## config.mk

```make
export PLATFORM = sky130hd
export DESIGN_NAME = byte_data_memory
export DESIGN_NICKNAME = d
export VERILOG_FILES = /design/src/rtl/byte_data_memory.sv
export SDC_FILE = /design/constraint.sdc
export NUM_CORES = 2
export LEC_CHECK = 0
export ABC_CLOCK_PERIOD_IN_PS = 7280
export CAP_MARGIN = 0
export CORE_UTILIZATION = 35
export DETAILED_ROUTE_END_ITERATION = 6
export SLEW_MARGIN = 20
export SYNTH_ARGS = -nofsm -noshare
export SYNTH_HDL_FRONTEND = slang
export SYNTH_SLANG_ARGS = --single-unit
```

## constraint.sdc

```tcl
create_clock -name clk -period 7.28 [get_ports clk]
set_input_delay 1.092 -clock clk [delete_from_list [all_inputs] [get_ports clk]]
set_output_delay 1.092 -clock clk [all_outputs]
set_load 0.005 [all_outputs]
```

## src/rtl/byte_data_memory.sv

```systemverilog
// byte_data_memory: byte-addressable word memory with RISC-V load/store sizing and a configurable read latency
module byte_data_memory #(
    parameter int MEMORY_DEPTH = 64,
    parameter int DATA_WIDTH = 32,
    parameter int READ_LATENCY = 1
) (
    input  logic                  clk,
    input  logic                  rst,
    input  logic                  req_valid,
    output logic                  req_ready,
    input  logic                  req_write,
    input  logic [2:0]            funct3,
    input  logic [DATA_WIDTH-1:0] Address,
    input  logic [DATA_WIDTH-1:0] Write_Data,
    output logic                  resp_valid,
    output logic [DATA_WIDTH-1:0] Read_Data,
    output logic                  misaligned
);
    localparam int AW = $clog2(MEMORY_DEPTH);
    localparam logic [1:0] CNT_INIT = 2'(READ_LATENCY > 1 ? READ_LATENCY - 2 : 0);
    typedef enum logic [1:0] {IDLE, WAIT, RESP} state_t;
    state_t state, state_next;
    logic [1:0] cnt;
    logic [31:0] mem [MEMORY_DEPTH];
    logic [AW-1:0] idx;
    logic [1:0] lane;
    logic accept, is_half, is_word, bad_f3, err, do_write, pend_err, unused_addr;
    logic [3:0] be;
    logic [31:0] wdata, word, shifted, load_val, result, pend_data;
    assign idx = Address[AW+1:2];
    assign lane = Address[1:0];
    assign unused_addr = ^Address[DATA_WIDTH-1:AW+2];
    assign req_ready = state == IDLE;
    assign resp_valid = state == RESP;
    always_comb begin
        accept = req_valid && state == IDLE;
        is_half = funct3[1:0] == 2'b01;
        is_word = funct3[1:0] == 2'b10;
        bad_f3 = funct3[1:0] == 2'b11 || (funct3[2] && (req_write || funct3[1]));
        err = bad_f3 || (is_half && lane[0]) || (is_word && lane != 2'b00);
        word = mem[idx];
        shifted = word >> {lane, 3'b000};
        load_val = is_word ? word
                 : is_half ? {{16{~funct3[2] & shifted[15]}}, shifted[15:0]}
                 : {{24{~funct3[2] & shifted[7]}}, shifted[7:0]};
        result = (req_write || err) ? 32'h0 : load_val;
        be = is_word ? 4'hF : is_half ? 4'b0011 << lane : 4'b0001 << lane;
        wdata = is_word ? Write_Data : is_half ? {2{Write_Data[15:0]}} : {4{Write_Data[7:0]}};
        do_write = accept && req_write && !err && !rst;
    end
    always_comb begin
        state_next = state;
        if (state == RESP)
            state_next = IDLE;
        else if (state == WAIT)
            state_next = cnt == 2'd0 ? RESP : WAIT;
        else if (accept)
            state_next = (req_write || READ_LATENCY == 1) ? RESP : WAIT;
    end
    always_ff @(posedge clk) begin
        if (rst) begin
            state <= IDLE;
            cnt <= 2'd0;
            pend_data <= 32'h0;
            pend_err <= 1'b0;
            Read_Data <= '0;
            misaligned <= 1'b0;
        end else begin
            state <= state_next;
            cnt <= accept ? CNT_INIT : (state == WAIT && cnt != 2'd0) ? cnt - 2'd1 : cnt;
            if (accept) begin
                pend_data <= result;
                pend_err <= err;
            end
            // a response leaving IDLE directly uses this cycle's sample; from WAIT it uses the one held since accept
            if (state_next == RESP && state != RESP) begin
                Read_Data <= state == IDLE ? result : pend_data;
                misaligned <= state == IDLE ? err : pend_err;
            end
        end
    end
    always_ff @(posedge clk)
        for (int i = 0; i < 4; i++)
            if (do_write && be[i]) mem[idx][8*i +: 8] <= wdata[8*i +: 8];
endmodule

```

Yosys cells after proc, flatten, opt, wreduce, memory -nomap -nowiden
Memory sizes are Yosys's and may differ from the RTL's.
Cells that the tools add are included.
{"block": "op_classes", "addsub": 1, "eq_ne": 7, "n_shift": 3, "muxes": 21, "n_bitwise": 3, "n_reduce_logical": 25}
{"cell": "32-bit two-way mux", "n": 6}
{"cell": "32-bit by 5-bit right shift with 16-bit output", "n": 1}
{"cell": "1-bit logical AND", "n": 13}
{"cell": "1-bit two-way mux", "n": 9}
{"cell": "2-bit equality test, second input constant", "n": 4}
{"cell": "2-bit two-way mux", "n": 4}
{"cell": "4-bit two-way mux", "n": 2}
{"cell": "1-bit logical OR", "n": 5}
{"cell": "2-bit by 1-bit equality test with 1-bit output, second input constant", "n": 2}
{"cell": "2-bit zero test", "n": 2}
{"cell": "2-bit nonzero test", "n": 2}
{"cell": "1-bit by 2-bit << shifter with 4-bit output, first input constant", "n": 1}
{"cell": "2-bit by 2-bit << shifter with 4-bit output, first input constant", "n": 1}
{"cell": "1-bit AND", "n": 2}
{"cell": "1-bit zero test", "n": 2}
{"cell": "2-bit != test, second input constant", "n": 1}
{"cell": "2-bit OR reduction", "n": 1}
{"cell": "2-bit by 1-bit subtractor with 2-bit output, second input constant", "n": 1}
{"cell": "1-bit inverter", "n": 1}
{"block": "totals", "register_bits": 70, "ram_bits": 2048, "in_bits": 71, "output_inout_bits": 35, "elab_cells": 67, "mem_count": 1}
{"memory": "mem", "words": 64, "width": 32, "rd": 1, "rd_clocked_by_memory_dff": 0, "wr": 1, "line_no": "24", "text": "logic [31:0] mem [MEMORY_DEPTH];"}

Logic depth before layout (Yosys ltp)
{"block": "depth", "ltp_word": 11, "depth_mapped": 17, "ltp_nobuf": 9}

Worst setup path after synthesis
OpenSTA, ideal clock, no wires.
{"block": "synth_timing", "path_kind": "input to register", "start": "input port funct3[0]", "end": "memory mem[0][30] (data pin)", "setup_time_ps": 548, "arrival_time_ps": 3898, "required_ps": 6732, "setup_slack_ps": 2834, "stages": 5, "path_buffers": 3, "cell_sequence": "buf_2 -> buf_1 -> clkbuf_1 -> mux2i_1 -> a21oi_1"}
{"block": "synth_via", "elab_chain_cells": 3, "word_cells_on_any_way": 4, "cone_classes": "eq/ne (2); mux (2)"}
{"element": "from (decl)", "line_no": "12", "text": "input logic [2:0] funct3,"}
{"element": "2-bit by 1-bit equality test with 1-bit output", "line_no": "37", "text": "is_half = funct3[1:0] == 2'b01;"}
{"element": "32-bit two-way mux", "line_no": "48", "text": "wdata = is_word ? Write_Data : is_half ? {2{Write_Data[15:0]}} : {4{Write_Data[7:0]}};"}
{"element": "32-bit two-way mux (*)", "line_no": "48"}
{"element": "net wdata[30]", "line_no": "29", "text": "logic [31:0] wdata, word, shifted, load_val, result, pend_data;"}
{"element": "to (decl)", "line_no": "24"}
The timed path passes the listed nets; every way through them passes the cells marked *.

Worst setup path in the final report
{"block": "layout_timing", "start": "input port Address[7]", "end": "register Read_Data[4]"}
{"block": "layout_via", "elab_chain_cells": 6}
{"element": "from (decl)", "line_no": "13", "text": "input logic [DATA_WIDTH-1:0] Address,"}
{"element": "memory read 64 x 32 bit (*)"}
{"element": "32-bit by 5-bit right shift with 16-bit output", "line_no": "42", "text": "shifted = word >> {lane, 3'b000};"}
{"element": "32-bit two-way mux", "line_no": "44", "text": ": is_half ? {{16{~funct3[2] & shifted[15]}}, shifted[15:0]}"}
{"element": "32-bit two-way mux (*)", "line_no": "43", "text": "load_val = is_word ? word"}
{"element": "32-bit two-way mux (*)", "line_no": "46", "text": "result = (req_write || err) ? 32'h0 : load_val;"}
{"element": "32-bit two-way mux (*)", "line_no": "77", "text": "Read_Data <= state == IDLE ? result : pend_data;"}
{"element": "to (signal assigned)", "line_no": "77"}
{"element": "to (decl)", "line_no": "16", "text": "output logic [DATA_WIDTH-1:0] Read_Data,"}
Every way passes the cells marked *; elsewhere a longest branch is shown, timed or not.
A chain may end at the register's enable or synchronous reset.

==> flow_metrics.tcl <==
set metrics [dict create \
    status "complete, but fails checks" \
    violations "DRC" \
    synth_cells 4791 \
    min_period_ns 5.13 \
    startpoint_type "input port" \
    port-buffer-count 81 \
    cellLeakagePower_nw 29.4 \
    tritoncts "yes" \
    cap_violations 0 \
    ys.flop_type "edfxtp_1" \
    gp_congestion 0.898 \
    grt_usage_pct 22.6 \
    tns_ns 0 \
    cts_root_buffer "clkbuf_16" \
    syn_area_um2 84000 \
    synth-edff-count 2048 \
    reg2reg_slack_ns 2.61 \
    vias_per_cell 6.01 \
    synth_cell_types 105 \
    cts_setup_buffers 0 \
    seq_area_frac_synth_pct 74.9 \
    p_clk_share_pct 41.3 \
    antenna_left 0 \
    grt_pass1_wl_um 381000 \
    num_rows 179 \
    synth.net_count 4863 \
    grt_pass1_vias 46900 \
    worstSetupPathType "in -> reg" \
    ir_drop_uv 268 \
    postCtsResizedCells 0 \
    finClkSkew_ns 0.0405 \
    synth-seq-cells 2118 \
    die_x_um 492 \
    htree_num_levels 4 \
    fmax_ghz 0.195 \
    pre_cts_slack_ns 1.69 \
    syn_area_per_cell_um2 17.5 \
    pwr_density_cell_nw_per_um2 272 \
    yosys-top-cells-area "edfxtp_1 (73%), mux4_2 (4.9%), a22oi_1 (2.1%)" \
    async_reset_ff_share_pct 0 \
    cp_num_buf_inv 2 \
    cp_data_arrival_time_ns 5.84 \
    final_common_cell "edfxtp_1" \
    synth_area_leader_cell "edfxtp_1" \
    seqPwrFrac_pct 52.0 \
    combPwrFrac_pct 6.7 \
    clock_latency_ns 0.88 \
    start_util_pct 35.2 \
    cts.hold.buffers_added 0 \
    final_cells 8280 \
    cpMaxStageDelayCell "o41ai_2" \
    wire_per_inst_um 33.7 \
    cts_buffers 210 \
    regArea_um2 62900 \
    switching_share_pct 23.1 \
    slew_headroom_pct 18.7 \
    drv_slew 0 \
    dp_hpwl_um 170000 \
    fin_crit_sh_pct 70.4 \
    fp.dieH_um 492 \
    path_cells "clkdlybuf4s50_1 > inv_1 > nand3_1 > a21oi_1 > or4_1 > o41ai_2 > nor2_1 > nand2_1 > a211oi_1" \
    grt_max_degree 86 \
    intPower_mw 20.0 \
    die_area_um2 242000 \
    dp_cells 7870 \
    cp_max_fo 14 \
    totalWireLength_um 279000 \
    worst_ep_required_time_ns 7.99 \
    rsz0062_at_grt "false" \
    clkSinkCount 2118 \
    nFillCells 21500 \
    cts.path.max_buffers 3 \
    vias 49800 \
    clkSlewWorstSetupHoldPaths_ns 0.06 \
    drt_pass1_iterations 7 \
    layout_common_cells "edfxtp_1 (2,048), nor2_1 (361), nand2_1 (274)" \
    critPathMaxStageDelay_ns 1.02 \
    hold_class "reg -> reg" \
    netlist.area_leader.share_pct 73.2 \
    tightest_slew_ns 1.22 \
    multiInputGateArea_um2 19300 \
    pin_count 106 \
    drive_gt1_share_pct 18.0 \
    setup_viol 0 \
    grt_overflow 0 \
    critical-path-top-delay-family "simple AND/OR/NAND/NOR gates" \
    drt_iter0_drc 7961 \
    finalHoldViolCount 0 \
    core_area_um2 238000 \
    ys_warn_count 0 \
    cp-end-kind "flop" \
    drc_errors 25 \
    switchingPower_mw 5.98 \
    nNetsFinal 4987 \
    antenna_found_initial 22 \
    setup_ws_ns 2.15 \
    synthToLayoutAreaGrowth_pct 13.4 \
]
-- registers in the layout, summed over array words and instances, names as in the netlist --
name        count
mem          2048
Read_Data      32
pend_data      32
cnt             2
state           2
misaligned      1
pend_err        1
-- worst paths after layout --
check | from | endpoint | depth (start not counted)
max | Address[7] | Read_Data[4] | 9
min | pend_data[15] | pend_data[15] | 2
max reg2reg | state[1] | mem[40][2] | 8
min reg2reg | pend_data[15] | pend_data[15] | 2
-- worst register-to-register path, stage by stage, from the launching register on --
cell	delay, ns
dfxtp_1	0.38
or2_2	0.60
clkinv_1	0.31
nand2_1	0.36
nor4b_2	0.34
buf_4	0.23
nand2_2	0.63
buf_4	0.59
nor2_1	0.87
-- power by group through the flow --
stage / logic (mW) / clock network [mW] / registers, mW
6_report: 1.74 / 10.7 / 13.5
5_1_grt: 1.77 / 11.2 / 13.5
4_1_cts: 1.69 / 10.8 / 13.5
3_5_place_dp: 1.68 / 0 / 13.8
3_3_place_gp: 1.66 / 0 / 13.8
2_1_floorplan: 0.883 / 0 / 13.8
-- cell usage after synthesis (74+ instances only) --
cell type,n
a21oi_1,136
a221oi_1,152
a22oi_1,234
buf_2,95
buf_4,74
clkbuf_1,96
edfxtp_1,2048
mux2_2,129
mux2i_1,154
mux4_2,184
nand2_1,283
nor2_1,374
-- per-stage QoR --
step / power (mW) / cell area [µm²] / utilization (%) / hold WS, ns
3_5_place_dp: 15.4 / 88400 / 37.1 / 0.437
2_1_floorplan: 14.6 / 84000 / - / 0.416
4_1_cts: 25.9 / 95100 / 39.9 / 0.446
3_3_place_gp: 15.4 / 88400 / 37.1 / 0.438
6_report: 25.9 / 95200 / 40.0 / 0.446
5_1_grt: 26.5 / 95200 / 39.9 / 0.464
-- kinds of logic (layout without fill, tap and decap cells) --
| family | after synthesis | count (layout) | synth area share, % |
|---|---|---|---|
| muxes | 490 | 490 | 9.22 |
| and+or+nand+nor | 868 | 868 | 4.63 |
| DFF | 2118 | 2118 | 74.9 |
| adders and majority gates | 1 | 1 | 0.0149 |
| buffers and inverters | 346 | 646 | 2.56 |
| xor gates and xnor gates | 1 | 1 | 0.0104 |
| AOI/OAI and AO/OA | 967 | 967 | 8.68 |
| other | 0 | 22 | 0 |
-- cell type report --
cell class / count / share of cell area, %
diodes: 22 / 0.0578
clock buffers: 252 / 5.75
clock inverters: 136 / 1.33
inverters: 12 / 0.0552
multi-input cells: 2327 / 20.3
flip-flops and latches: 2118 / 66.1
well taps: 3167 / 4.16
repair buffers: 246 / 2.28
-- per-layer routing --
metal | vias to the layer above | wire [µm] | track usage (%)
li1 | 19800 | - | -
met1 | 25900 | 106000 | 29.7
met2 | 3406 | 122000 | 33.1
met3 | 618 | 35300 | 7.45
met4 | 24 | 15700 | 11.9
met5 | - | 345 | 0.417
Power figures use the tool's default switching activity.
